<file path="config.mk">
export PLATFORM = sky130hd
export DESIGN_NAME = pc_gen
export DESIGN_NICKNAME = d
export VERILOG_FILES = /design/src/rtl/cpu_pkg.sv /design/src/rtl/pc_target_sel.sv /design/src/rtl/pc_gen.sv
export SDC_FILE = /design/constraint.sdc
export NUM_CORES = 1
export LEC_CHECK = 0
export ABC_AREA = 1
export BUFFER_PORTS_ARGS = -buffer_cell sky130_fd_sc_hd__buf_2
export CAP_MARGIN = 20
export CORE_UTILIZATION = 32
export DETAILED_ROUTE_END_ITERATION = 8
export SLEW_MARGIN = 25
export SYNTH_ARGS = -nofsm -noshare
export SYNTH_HDL_FRONTEND = slang
export SYNTH_SLANG_ARGS = --single-unit
</file>
<file path="constraint.sdc">
create_clock -name clk -period 5.5 [get_ports clk]
set_clock_uncertainty 0.1 [all_clocks]
set_input_delay 1.1 -clock clk [delete_from_list [all_inputs] [get_ports clk]]
set_output_delay 1.1 -clock clk [all_outputs]
set_load 0.02 [all_outputs]
</file>
<file path="src/rtl/cpu_pkg.sv">
// Shared fetch-stage definitions: PC generator states and default address geometry.
package cpu_pkg;

  localparam int unsigned XLEN_DEF   = 32;
  localparam int unsigned IALIGN_DEF = 4;
  localparam logic [XLEN_DEF-1:0] RESET_VEC_DEF = '0;

  typedef enum logic [1:0] {
    BOOT = 2'd0,
    RUN  = 2'd1,
    PEND = 2'd2
  } pc_state_e;

endpackage

</file>
<file path="src/rtl/pc_target_sel.sv">
// Redirect source selection: fixed-priority mux over trap/JALR/branch targets
// with target arithmetic and the alignment check.
module pc_target_sel
  import cpu_pkg::*;
#(
  parameter int unsigned XLEN   = XLEN_DEF,
  parameter int unsigned IALIGN = IALIGN_DEF
) (
  input  logic            br_taken_i,
  input  logic [XLEN-1:0] br_base_i,
  input  logic [XLEN-1:0] br_imm_i,
  input  logic            jalr_i,
  input  logic [XLEN-1:0] jalr_base_i,
  input  logic [XLEN-1:0] jalr_imm_i,
  input  logic            trap_i,
  input  logic [XLEN-1:0] trap_vec_i,
  output logic            redir_c,
  output logic [XLEN-1:0] tgt_c,
  output logic            misal_c
);

  localparam logic [XLEN-1:0] ALIGN_MASK = XLEN'(IALIGN - 1);

  logic [XLEN-1:0] br_tgt;
  logic [XLEN-1:0] jalr_sum;
  logic [XLEN-1:0] jalr_tgt;

  assign br_tgt   = br_base_i + br_imm_i;
  assign jalr_sum = jalr_base_i + jalr_imm_i;
  assign jalr_tgt = {jalr_sum[XLEN-1:1], 1'b0};

  // Priority: trap > jalr > branch; lower sources are ignored.
  always_comb begin
    redir_c = 1'b0;
    tgt_c   = '0;
    if (trap_i) begin
      redir_c = 1'b1;
      tgt_c   = trap_vec_i;
    end else if (jalr_i) begin
      redir_c = 1'b1;
      tgt_c   = jalr_tgt;
    end else if (br_taken_i) begin
      redir_c = 1'b1;
      tgt_c   = br_tgt;
    end
  end

  assign misal_c = redir_c && ((tgt_c & ALIGN_MASK) != '0);

endmodule

</file>
<file path="src/rtl/pc_gen.sv">
// Fetch-stage program counter: sequential advance, prioritised redirects,
// imem request handshake with a pending-redirect hold, flush/misalign pulses.
module pc_gen
  import cpu_pkg::*;
#(
  parameter int unsigned     XLEN      = XLEN_DEF,
  parameter logic [XLEN-1:0] RESET_VEC = XLEN'(RESET_VEC_DEF),
  parameter int unsigned     IALIGN    = IALIGN_DEF
) (
  input  logic            clk,
  input  logic            rst_n,
  input  logic            stall_i,
  input  logic            br_taken_i,
  input  logic [XLEN-1:0] br_base_i,
  input  logic [XLEN-1:0] br_imm_i,
  input  logic            jalr_i,
  input  logic [XLEN-1:0] jalr_base_i,
  input  logic [XLEN-1:0] jalr_imm_i,
  input  logic            trap_i,
  input  logic [XLEN-1:0] trap_vec_i,
  input  logic            fetch_ready_i,
  output logic            fetch_valid_o,
  output logic [XLEN-1:0] fetch_pc_o,
  output logic            flush_o,
  output logic            misalign_o,
  output logic [XLEN-1:0] bad_addr_o
);

  localparam logic [XLEN-1:0] PC_INC = XLEN'(IALIGN);

  pc_state_e       state_q, state_d;
  logic [XLEN-1:0] pc_q, pc_d;
  logic [XLEN-1:0] pend_q, pend_d;
  logic [XLEN-1:0] bad_q, bad_d;
  logic            valid_q, valid_d;
  logic            flush_q, flush_d;
  logic            misal_q, misal_d;

  logic            redir_c;
  logic [XLEN-1:0] tgt_c;
  logic            misal_c;
  logic            take_c;

  pc_target_sel #(
    .XLEN   (XLEN),
    .IALIGN (IALIGN)
  ) u_target_sel (
    .br_taken_i  (br_taken_i),
    .br_base_i   (br_base_i),
    .br_imm_i    (br_imm_i),
    .jalr_i      (jalr_i),
    .jalr_base_i (jalr_base_i),
    .jalr_imm_i  (jalr_imm_i),
    .trap_i      (trap_i),
    .trap_vec_i  (trap_vec_i),
    .redir_c     (redir_c),
    .tgt_c       (tgt_c),
    .misal_c     (misal_c)
  );

  // A misaligned target is reported but never redirects.
  assign take_c = redir_c && !misal_c;

  always_ff @(posedge clk) begin
    if (!rst_n) begin
      state_q <= BOOT;
      pc_q    <= RESET_VEC;
      pend_q  <= '0;
      bad_q   <= '0;
      valid_q <= 1'b0;
      flush_q <= 1'b0;
      misal_q <= 1'b0;
    end else begin
      state_q <= state_d;
      pc_q    <= pc_d;
      pend_q  <= pend_d;
      bad_q   <= bad_d;
      valid_q <= valid_d;
      flush_q <= flush_d;
      misal_q <= misal_d;
    end
  end

  // Next state, PC and pulse generation; PC only moves when the request is accepted.
  always_comb begin
    state_d = state_q;
    pc_d    = pc_q;
    pend_d  = pend_q;
    bad_d   = bad_q;
    flush_d = 1'b0;
    misal_d = 1'b0;

    if (redir_c && misal_c) begin
      misal_d = 1'b1;
      bad_d   = tgt_c;
    end

    unique case (state_q)
      BOOT: begin
        state_d = RUN;
        if (take_c) begin
          pc_d    = tgt_c;
          flush_d = 1'b1;
        end
      end
      RUN: begin
        if (take_c) begin
          flush_d = 1'b1;
          if (fetch_ready_i) begin
            pc_d = tgt_c;
          end else begin
            pend_d  = tgt_c;
            state_d = PEND;
          end
        end else if (!redir_c && fetch_ready_i && !stall_i) begin
          pc_d = pc_q + PC_INC;
        end
      end
      PEND: begin
        if (take_c) begin
          flush_d = 1'b1;
          pend_d  = tgt_c;
          if (fetch_ready_i) begin
            pc_d    = tgt_c;
            state_d = RUN;
          end
        end else if (!redir_c && fetch_ready_i) begin
          pc_d    = pend_q;
          state_d = RUN;
        end
      end
      default: state_d = BOOT;
    endcase

    valid_d = (state_d != BOOT);
  end

  assign fetch_valid_o = valid_q;
  assign fetch_pc_o    = pc_q;
  assign flush_o       = flush_q;
  assign misalign_o    = misal_q;
  assign bad_addr_o    = bad_q;

endmodule

</file>
Word-level counts from Yosys, hierarchy flattened

Cells that the tools add are included.

Register bits after elaboration: 101
Bits of input ports: 167
Output and inout bits: 67
Logic and storage cells: 59

Add/subtract/negate cells: 3
Eq/ne operators: 8
Mux-type cells: 24
Reduce and logical (&&, ||, !) cells: 17

Operator list:

| operator                                                         | count |
|---|---|
| 32-bit 2-to-1 mux                                                | 11 |
| 32-bit case mux with 3 select lines                              | 1 |
| 32-bit adder                                                     | 2 |
| 32-bit case mux with 2 select lines                              | 1 |
| 32-bit by 3-bit adder with 32-bit output (second input constant) | 1 |
| 32-bit nonzero test                                              | 1 |
| 2-bit 2-to-1 mux                                                 | 5 |
| 2-bit != test (second input constant)                            | 4 |
| 4-bit AND reduction                                              | 2 |
| 3-bit != test (second input constant)                            | 2 |
| 2-bit case mux with 3 select lines                               | 1 |
| 1-bit logical AND                                                | 5 |
| 1-bit 2-to-1 mux                                                 | 5 |
| 2-bit nonzero test                                               | 2 |
| 1-bit logical NOT                                                | 3 |
| 3-bit nonzero test                                               | 1 |
| 3-bit OR reduction                                               | 1 |
| 2-bit by 1-bit == test with 1-bit output (second input constant) | 1 |
| 2-bit == test (second input constant)                            | 1 |
| 2-bit logical NOT                                                | 1 |
| 2-bit AND reduction                                              | 1 |

Depth between registers and ports, before layout

Gate-level depths: netlist of run 1.

Depth after elaboration: 11
Depth in mapped cells: 19
Depth with buffers taken out: 19

By module

From an unflattened synthesis of run 1, not the netlist that was laid out.

Cell total of the unflattened synthesis: 2044
Area total of the unflattened synthesis: 10949.3 µm²

By module, submodules not included:

| module        | times used | cells each | area each (µm²) | seq. area each (µm²) |
|---|---|---|---|---|
| pc_gen        | 1          | 875        | 5525.3          | 2021.9 |
| pc_target_sel | 1          | 1169       | 5424.0          | 0.0 |

Least setup slack after synthesis of run 1

Ideal clock, no wire load.

Kind: in2reg
From: input port br_base_i[0]
To: register pc_q[11], in the netlist fetch_pc_o[11]
Setup time: 0.128 ns
Arrival: 3.065 ns
Required time: 5.272 ns
Setup slack: 2.207 ns
Stages on the path: 17
Path through: ha_1 -> inv_1 -> fa_1 -> o21ai_1 -> o21ai_2 -> nand2_1 -> clkinv_2 -> nand2_4 -> nor2_2 -> inv_2 -> nor2_2 -> inv_1 -> buf_2 -> o21ai_1 -> inv_1 -> nand2_1 -> a21oi_1

Word-level cells in the longest chain between the ends: 10

RTL lines:

| element                                                                                     | line                | text |
|---|---|---|
| start: declaration                                                                          | pc_gen.sv:14        | `input logic [XLEN-1:0] br_base_i,` |
| 32-bit adder *                                                                              | pc_target_sel.sv:28 | `assign br_tgt = br_base_i + br_imm_i;` |
| 32-bit 2-to-1 mux *                                                                         | pc_target_sel.sv:42 | `end else if (br_taken_i) begin` |
| 32-bit 2-to-1 mux *                                                                         | pc_target_sel.sv:39 | `end else if (jalr_i) begin` |
| 32-bit 2-to-1 mux *                                                                         | pc_target_sel.sv:36 | `if (trap_i) begin` |
| 32-bit nonzero test                                                                         | pc_target_sel.sv:48 | `assign misal_c = redir_c && ((tgt_c & ALIGN_MASK) != '0);` |
| 1-bit logical AND                                                                           | pc_target_sel.sv:48 |  |
| 1-bit logical NOT                                                                           | pc_gen.sv:62        | `assign take_c = redir_c && !misal_c;` |
| 1-bit logical AND                                                                           | pc_gen.sv:62        |  |
| 3-bit != test (no source line), or another cell as far along                                | --                  |  |
| 4-bit AND reduction (no source line) or 32-bit case mux with 3 select lines (tied branches) | --                  |  |
| end signal: assignment                                                                      | pc_gen.sv:75        | `pc_q <= pc_d;` |
| end: declaration                                                                            | pc_gen.sv:32        | `logic [XLEN-1:0] pc_q, pc_d;` |

Mark *: on every way between the ends. The rest lies on a longest branch, timed or not. The select of a mux whose other input is x is not followed.
A chain may end at the register's enable or synchronous reset.

Worst setup path in the final report of run 1

From: input port jalr_i
To: register pc_q[14], in the netlist fetch_pc_o[14]

Word-level cells in the longest chain between the ends: 8

RTL lines:

| element                                                                                     | line                | text |
|---|---|---|
| start: declaration                                                                          | pc_gen.sv:16        | `input logic jalr_i,` |
| 32-bit 2-to-1 mux                                                                           | pc_target_sel.sv:39 |  |
| 32-bit 2-to-1 mux                                                                           | pc_target_sel.sv:36 |  |
| 32-bit nonzero test                                                                         | pc_target_sel.sv:48 |  |
| 1-bit logical AND                                                                           | pc_target_sel.sv:48 |  |
| 1-bit logical NOT                                                                           | pc_gen.sv:62        |  |
| 1-bit logical AND                                                                           | pc_gen.sv:62        |  |
| 3-bit != test (no source line), or another cell as far along                                | --                  |  |
| 4-bit AND reduction (no source line) or 32-bit case mux with 3 select lines (tied branches) | --                  |  |

Several ways; a longest one is shown, not always the timed one. The select of a mux whose other input is x is not followed.

==> run metrics, run 1 <==
Synth Register Bits 101; hold slack 346 ps; wirelength, routed 42.7 mm; total CTS buffers 9; CTS resizes 0; Ports 234; latest clock arrival within the worst-skew pair 360 ps; Final Setup Violations 0; Final ANT Viol Nets 0; die width 182 µm; count of cell types in the netlist 46; achievable clock frequency 219 MHz; gr ovfl total 0; EDFF count, synth 0; initial antenna violation count 1; reg-to-reg endpoint fetch_pc_o[14]; Syn Area/Cell 5.66 µm²; worst-path maximum fanout 36; H-tree depth 3; Mapped Cells 1,827; top_reg_cell synth dfxtp_1; nets 2,255; WHS Path Cells 2; Rel. slew slack 34.1%; CP endpoint kind flop; outcome completed; Sink Count 101; core outline area 0.0317 mm²; ANT cells 0; Seq/Total Area, Yosys 19.5%; CP Launch Type input pin; FF-to-FF Start state_q[0]; arrival time worst endpoint 4670 ps; setup repair bufs after CTS 0; Hold Path Class flop to flop; Synth Warn # 0; max-cap viol count 0; DRC viols 0; dpl hpwl 34.8 mm; Pre-Repair DR Iteration Count 5; Core Rows 65; largest net degree at the start of global routing 76; Die Y 182 µm; share of cells above drive strength 1 14.4%; final-report hold violation count 0; LEAKAGE 6.45 nW; HP Start pend_q[1]; via count 12,600; Post-Syn Area 0.0103 mm²; Clock Path Buffers 2; TNS Setup 0 ps; GRT Overall Usage 26.0%; R2R setup slack 2360 ps; number of global-route vias before repair 11,900; final slew viol count 0; TritonCTS clock tree built; routability cong. 0.994; first-pass GRT wire length 67.1 mm; post-synthesis async set-or-reset flop share 0%; fin crit share 82.8%; Pwr Density 232 mW/mm²; DR iter-0 viols 982; number of vias per cell 5.19; setup slack after layout 944 ps; RSZ-0062 raised after global routing false; hold_buf cts 0; clk root buf clkbuf_16; Worst Hold End pend_q[1]; effective utilization at floorplan 32.6%; CP required 5620 ps; CP Class input pin to flop; pre-CTS setup slack 665 ps; Slew @ Worst Pin 978 ps; min Tclk post-route 4560 ps; drt wl/cell 17.6 µm; die area 0.0330 mm²; Port Buf Inserts 233; cells on worst reg2reg path 10; Synth Net Count 2,063; P&R area growth vs syn 17.4%; maximum VDD drop 0.123 mV; Clk pin slew, worst setup/hold paths 90 ps
final cells by class:
type / count / area, µm²
clock buffer: 9 / 225
clock inverter: 7 / 92.6
fill: 3608 / 19600
inverter: 235 / 883
multi-input combinational: 1431 / 7190
sequential: 101 / 2020
tap: 402 / 503
timing repair buffer: 241 / 1230
logic make-up (layout without fill, tap and decap cells):
group	Yosys count	after routing	share of synthesized area (%)
simple gates	919	919	36.6
flops	101	101	19.5
compound gates	410	410	21.6
xor+xnor	33	33	2.79
fa+ha+maj	69	69	8.49
buf+inv	295	492	11.0
worst max-delay path, stage by stage:
cell	delay, ps
buf_2	400
inv_2	320
nand2_4	210
nor2_1	80
a21oi_2	170
nand2_1	120
clkinv_2	210
nand2_4	290
nor2_2	590
inv_2	200
nor2_2	260
inv_1	300
o21ai_1	220
nor2_1	60
nand2_1	60
a21oi_1	60
report_power, final:
part	internal, mW	switching (mW)	total [mW]
combinational	0.388	0.809	1.20
clock	0.367	0.335	0.702
sequential	0.813	0.102	0.916
total	1.57	1.25	2.81
cells in the mapped netlist (all sizes together) (3+ instances only):
cell,n,area share (%)
a21o,3,0.22
a21oi,160,7.9
a22o,3,0.25
a22oi,4,0.29
a31oi,4,0.24
buf,22,1.1
clkbuf,38,1.4
clkinv,3,0.12
dfxtp,101,20
ha,67,8.1
inv,232,8.4
nand2,544,20
nand3,125,6.0
nand3b,6,0.44
nand4,15,0.91
nor2,177,6.5
nor3,26,1.3
nor4,5,0.30
o211ai,4,0.29
o21a,9,0.65
o21ai,188,9.2
o21bai,25,1.8
or2,18,1.1
xnor2,9,0.76
xor2,24,2.0
layout by cell type (no fill, tap or decap), drive strengths merged, types with 18 or more instances in the layout:
cell type    n
nand2      544
buf        241
inv        236
o21ai      188
nor2       177
a21oi      160
nand3      125
dfxtp      101
ha          67
nor3        26
o21bai      25
xor2        24
or2         18
stage by stage:
step                      util, %  instances  power (mW)  area [µm²]
after floorplan                 -       1827        1.67       10300
after global placement       37.3       2410        2.11       11800
after detailed placement     37.3       2410        2.11       11800
after CTS                    38.3       2426        2.81       12100
after global routing         38.3       2426        3.00       12100
final                        38.3       2426        2.81       12100
per-layer routing:
| layer | track usage (%) | wire, µm | vias up |
|---|---|---|---|
| met4 | 7.15 | 1020 | 0 |
| met3 | 3.47 | 3080 | 60 |
| li1 | - | - | 6334 |
| met2 | 41.8 | 18800 | 488 |
| met1 | 36.1 | 19800 | 5711 |
| met5 | 0 | 0 | - |
flip-flops by register name, summed over array words and instances, names as in the netlist:
register       cells
state_q            2
flush_o            1
fetch_pc_o        32
bad_addr_o        32
fetch_valid_o      1
misalign_o         1
pend_q            32
worst max-delay path by stage:
stage                         startpoint             end  slack [ps]
after global routing              jalr_i  fetch_pc_o[29]         580
after CTS                         jalr_i  fetch_pc_o[14]        1040
after global placement    jalr_base_i[0]   fetch_pc_o[4]         730
after detailed placement          jalr_i   fetch_pc_o[4]         670
final                             jalr_i  fetch_pc_o[14]         940
after floorplan             br_base_i[0]  fetch_pc_o[11]        2210
Note: power is estimated with default switching activity, not from simulation.
==> run 2, diff against run 1 <==
Clock period 5.5 ns to 3.7 ns, I/O delays scaled along.
==> run 2 against run 1 <==
Critical path depth rose by 1. Sequential power up 47%. Critical endpoint is now fetch_pc_o[20]. Flip-flop and latch count unchanged.
==> run metrics, run 2 (synthesis results as in run 1) <==
outcome completed; clock power share 22.7%; routability cong. 1.03; TNS Setup 0 ps; Core Util, Final 38.8%; dpl cell area 0.0120 mm²; final-report hold violation count 0; initial antenna violation count 4; most frequent cells in the layout 542 x nand2_1, 233 x buf_2, 226 x inv_1, 176 x o21ai_0, 174 x nor2_1; TritonCTS clock tree built; fin crit share 84.8%; Die Y 182 µm; commonest non-fill, non-tap cell in the layout nand2_1; CP Launch Type input pin; Core Rows 65; Design Area, Final 0.0123 mm²; Clk pin slew, worst setup/hold paths 70 ps; Worst Hold End pend_q[1]; die area 0.0330 mm²; GRT Overall Usage 25.8%; number of vias per cell 5.18; Pwr Density 334 mW/mm²; max-cap viol count 0; dpl hpwl 35.3 mm; first-pass GRT wire length 66.7 mm; reg-to-reg endpoint fetch_pc_o[29]; Rel. slew slack 40.5%; share of cells above drive strength 1 15.3%; die width 182 µm; GR Layer Usage met2 41.6%; drt wl/cell 17.5 µm; CP Class input pin to flop; Pre-Repair DR Iteration Count 5; nets 2,277; Hold Path Class flop to flop; DR iter-0 viols 1,061; LEAKAGE 6.55 nW; Filler cells 3,581; Sink Count 101; Clock Path Buffers 2; CTS resizes 0; min Tclk post-route 3140 ps; arrival time worst endpoint 3330 ps; Port Buf Inserts 233; total CTS buffers 9; core outline area 0.0317 mm²; P&R area growth vs syn 18.9%; CP required 3890 ps; cells on worst reg2reg path 9; Final ANT Viol Nets 0; worst-path maximum fanout 12; maximum VDD drop 0.207 mV; Slew @ Worst Pin 883 ps; wirelength, routed 42.8 mm; sequential cell area 0.00202 mm²; CP endpoint kind flop; clk root buf clkbuf_16; effective utilization at floorplan 32.6%; share of power burned in registers 32.9%; Ports 234; hold slack 345 ps; WHS Path Cells 2; number of global-route vias before repair 12,000; Net Sw Power 1.82 mW; latest clock arrival within the worst-skew pair 360 ps; sw frac 44.3%; FF-to-FF Start state_q[0]; Cell Int Power 2.29 mW; Final Setup Violations 0; routing usage on met3 3.63%; GR peak layer met2; H-tree depth 3; HP Start pend_q[1]; setup repair bufs after CTS 0; gr ovfl total 0; largest net degree at the start of global routing 76; Multi-input gate area 0.00719 mm²; achievable clock frequency 319 MHz; hold_buf cts 0; combinational power share 44.3%; via count 12,700; R2R setup slack 1070 ps; DRC viols 0; RSZ-0062 raised after global routing false; M1 GR Usage 35.5%; final slew viol count 0
## run 2: changes by cell type in the layout (fill, tap and decap cells not counted), sizes merged
cell	before	now
clkinv	5	7
diode	0	1
clkinvlp	0	1
inv	236	234
buf	241	263
bufinv	1	0
## run 2: how the worst max path moves through the flow
stage                          end  cells past startpoint         start  slack (ps)
CTS                 fetch_pc_o[29]                     17   br_imm_i[0]         610
detailed placement  fetch_pc_o[29]                     17   br_imm_i[0]         250
floorplan           fetch_pc_o[11]                     17  br_base_i[0]         770
global placement    fetch_pc_o[11]                     17  br_base_i[0]         300
global route        fetch_pc_o[20]                     17  br_base_i[0]         320
finish              fetch_pc_o[20]                     17  br_base_i[0]         560
## run 2: power groups by stage
stage	registers (mW)	clock network, mW	logic (mW)
floorplan	1.44	0	1.04
global placement	1.37	0	1.79
detailed placement	1.37	0	1.79
CTS	1.35	0.944	1.80
global route	1.37	0.996	2.02
finish	1.35	0.932	1.82
## run 2: metal layers
metal  vias to the layer above  share of wire (%)
li1                       6389                  -
met1                      5740                 46
met2                       478                 44
met3                        69                6.6
met4                         6                2.8
met5                         -              0.086
## run 2: layout make-up
type,instances,share of cell area [%]
timing repair buffer,263,11.5
antenna,1,0.0203
multi-input combinational,1431,58.4
clock inverter,7,0.478
tap,402,4.09
inverter,235,7.18
clock buffer,9,1.83
sequential,101,16.4
## run 2: critical path, cell delays in order
cell and delay [ps]:
buf_2 100, ha_1 220, inv_1 90, fa_1 470
o21ai_1 180, o21ai_2 110, nand2_1 120, clkinv_2 80
nand2_4 140, nor2_2 60, inv_2 150, nor2_2 100
inv_1 330, nor2_1 100, a21oi_1 140, nand2_1 80
a21oi_1 120
## run 2: per-stage QoR
stage,worst slack [ps],power [mW],instances
6_report,561,4.10,2449
5_1_grt,316,4.38,2449
4_1_cts,608,4.09,2448
3_5_place_dp,250,3.17,2432
3_3_place_gp,298,3.16,2432
2_1_floorplan,767,2.48,1827
==> run 3, diff against run 2 <==
Clock period 3.7 ns to 2.9 ns, I/O delays scaled along.
==> run 3 against run 2 <==
First-iteration DRC count fell by 8.3%. Worst setup slack got worse by 460 ps. Wire length rose by 5.0%. Final cell count rose by 6.0%. Register-to-register slack got worse by 470 ps. Clock-buffer cell count did not move. Flip-flop and latch count did not move. Critical path type unchanged. Largest cell class unchanged.
==> run metrics, run 3 (synthesis results as in run 1) <==
share of cells above drive strength 1 21.4%; HP Start pend_q[1]; worst-path maximum fanout 19; Die Y 182 µm; P&R area growth vs syn 30.6%; max-cap viol count 0; maximum VDD drop 0.272 mV; Final Setup Violations 0; cells on worst reg2reg path 13; Hold Path Class flop to flop; final-report hold violation count 0; min Tclk post-route 2800 ps; Pre-Repair DR Iteration Count 8; outcome completed; routed length on met2 20.0 mm; Cell Int Power 3.17 mW; routability cong. 0.952; dpl hpwl 37.1 mm; Final ANT Viol Nets 0; Clock Path Buffers 2; achievable clock frequency 357 MHz; sw frac 43.3%; DRC viols 0; initial antenna violation count 0; wirelength, routed 44.9 mm; latest clock arrival within the worst-skew pair 360 ps; pre-CTS setup slack -308 ps; largest net degree at the start of global routing 60; TNS Setup 0 ps; TritonCTS clock tree built; Pwr Density 414 mW/mm²; drt wl/cell 17.3 µm; Core Rows 65; FF-to-FF Start fetch_pc_o[3]; Crit-path slowest cell fa_1; critical path, cell by cell buf_2, nand2_1, inv_1, fa_1, a21oi_2, o21ai_2, o21ai_2, nand2_2, clkinv_2, nand2_8, a21o_1, a21oi_4, buf_4, clkbuf_16, o21ai_0, a21oi_1; overall power 5.59 mW; Ports 234; Net Sw Power 2.42 mW; gr ovfl total 0; via count 13,100; clk root buf clkbuf_16; clock power share 21.4%; effective utilization at floorplan 32.6%; Rel. slew slack 55.2%; number of global-route vias before repair 12,300; Sink Count 101; metal1 wirelength 20.9 mm; first-pass GRT wire length 68.7 mm; R2R setup slack 600 ps; max incr delay on CP 490 ps; number of vias per cell 5.05; LEAKAGE 7.27 nW; DR top layer met4; Port Buf Inserts 233; share of power burned in registers 30.8%; most frequent cells in the layout 540 x nand2_1, 233 x buf_2, 223 x inv_1, 175 x o21ai_0, 174 x nor2_1; Clk pin slew, worst setup/hold paths 70 ps; combinational power share 47.8%; Slew @ Worst Pin 666 ps; arrival time worst endpoint 3000 ps; DR iter-0 viols 973; ANT cells 0; hold_buf cts 0; setup slack after layout 97.2 ps; total CTS buffers 9; reg-to-reg endpoint fetch_pc_o[11]; commonest non-fill, non-tap cell in the layout nand2_1; core outline area 0.0317 mm²; crit-path most repeated cell o21ai_2; H-tree depth 3; met3 wire len 2.88 mm; GRT Overall Usage 26.7%; CP Launch Type input pin; WHS Path Cells 2; CP endpoint kind flop; Worst Hold End pend_q[1]; fin crit share 96.6%; CP required 3100 ps; CP Class input pin to flop; die width 182 µm; nets 2,427; final slew viol count 0; die area 0.0330 mm²
run 3: worst max path at each step:
| stage | startpoint | endpoint | slack, ps | cells past startpoint |
|---|---|---|---|---|
| detailed placement | jalr_base_i[0] | fetch_pc_o[14] | -310 | 17 |
| finish | jalr_base_i[0] | fetch_pc_o[30] | 100 | 16 |
| global route | jalr_base_i[0] | fetch_pc_o[14] | -8 | 17 |
| CTS | jalr_base_i[0] | fetch_pc_o[14] | 40 | 17 |
| global placement | jalr_base_i[0] | fetch_pc_o[28] | -260 | 19 |
| floorplan | br_base_i[0] | fetch_pc_o[11] | 130 | 17 |
run 3: cell type report:
class	instances	area, µm²
multi-input cells	1431	7220
inverters	235	891
repair buffers	412	2580
clock inverters	6	55.1
fillers	3527	18200
clock buffers	9	225
flip-flops and latches	101	2020
well taps	402	503
repair inverters	1	7.51
run 3: repair_timing:
item,4_1_cts,5_1_grt
resized for setup,0,14
setup buffers,0,3
endpoints found under the setup margin,0,31
run 3: metrics by stage:
step | std cells | util, % | instance area (µm²) | hold WS [ps]
3_3_place_gp | 2577 | 41.4 | 13100 | 327
6_report | 2597 | 42.6 | 13500 | 341
3_5_place_dp | 2577 | 41.4 | 13100 | 329
5_1_grt | 2597 | 42.6 | 13500 | 371
2_1_floorplan | 1827 | - | 10300 | 315
4_1_cts | 2592 | 42.3 | 13400 | 340
run 3: layer usage:
| layer | vias to the layer above | track usage (%) |
|---|---|---|
| li1 | 6671 | - |
| met1 | 5897 | 36.7 |
| met2 | 487 | 43.7 |
| met3 | 52 | 3.37 |
| met4 | 0 | 7.49 |
| met5 | - | 0 |
run 3: critical path: cells and delay by family:
family | cells | cell delay, ps
buffers and inverters | 5 | 630
and+or+nand+nor | 3 | 250
AOI/OAI and AO/OA | 7 | 1040
adders and majority gates | 1 | 490
run 3: power groups by stage:
stage          logic [mW]  clock network, mW  registers, mW
2_1_floorplan        1.33                  0           1.84
3_3_place_gp         2.58                  0           1.75
3_5_place_dp         2.59                  0           1.75
4_1_cts              2.61               1.21           1.72
5_1_grt              2.94               1.26           1.74
6_report             2.67               1.19           1.72
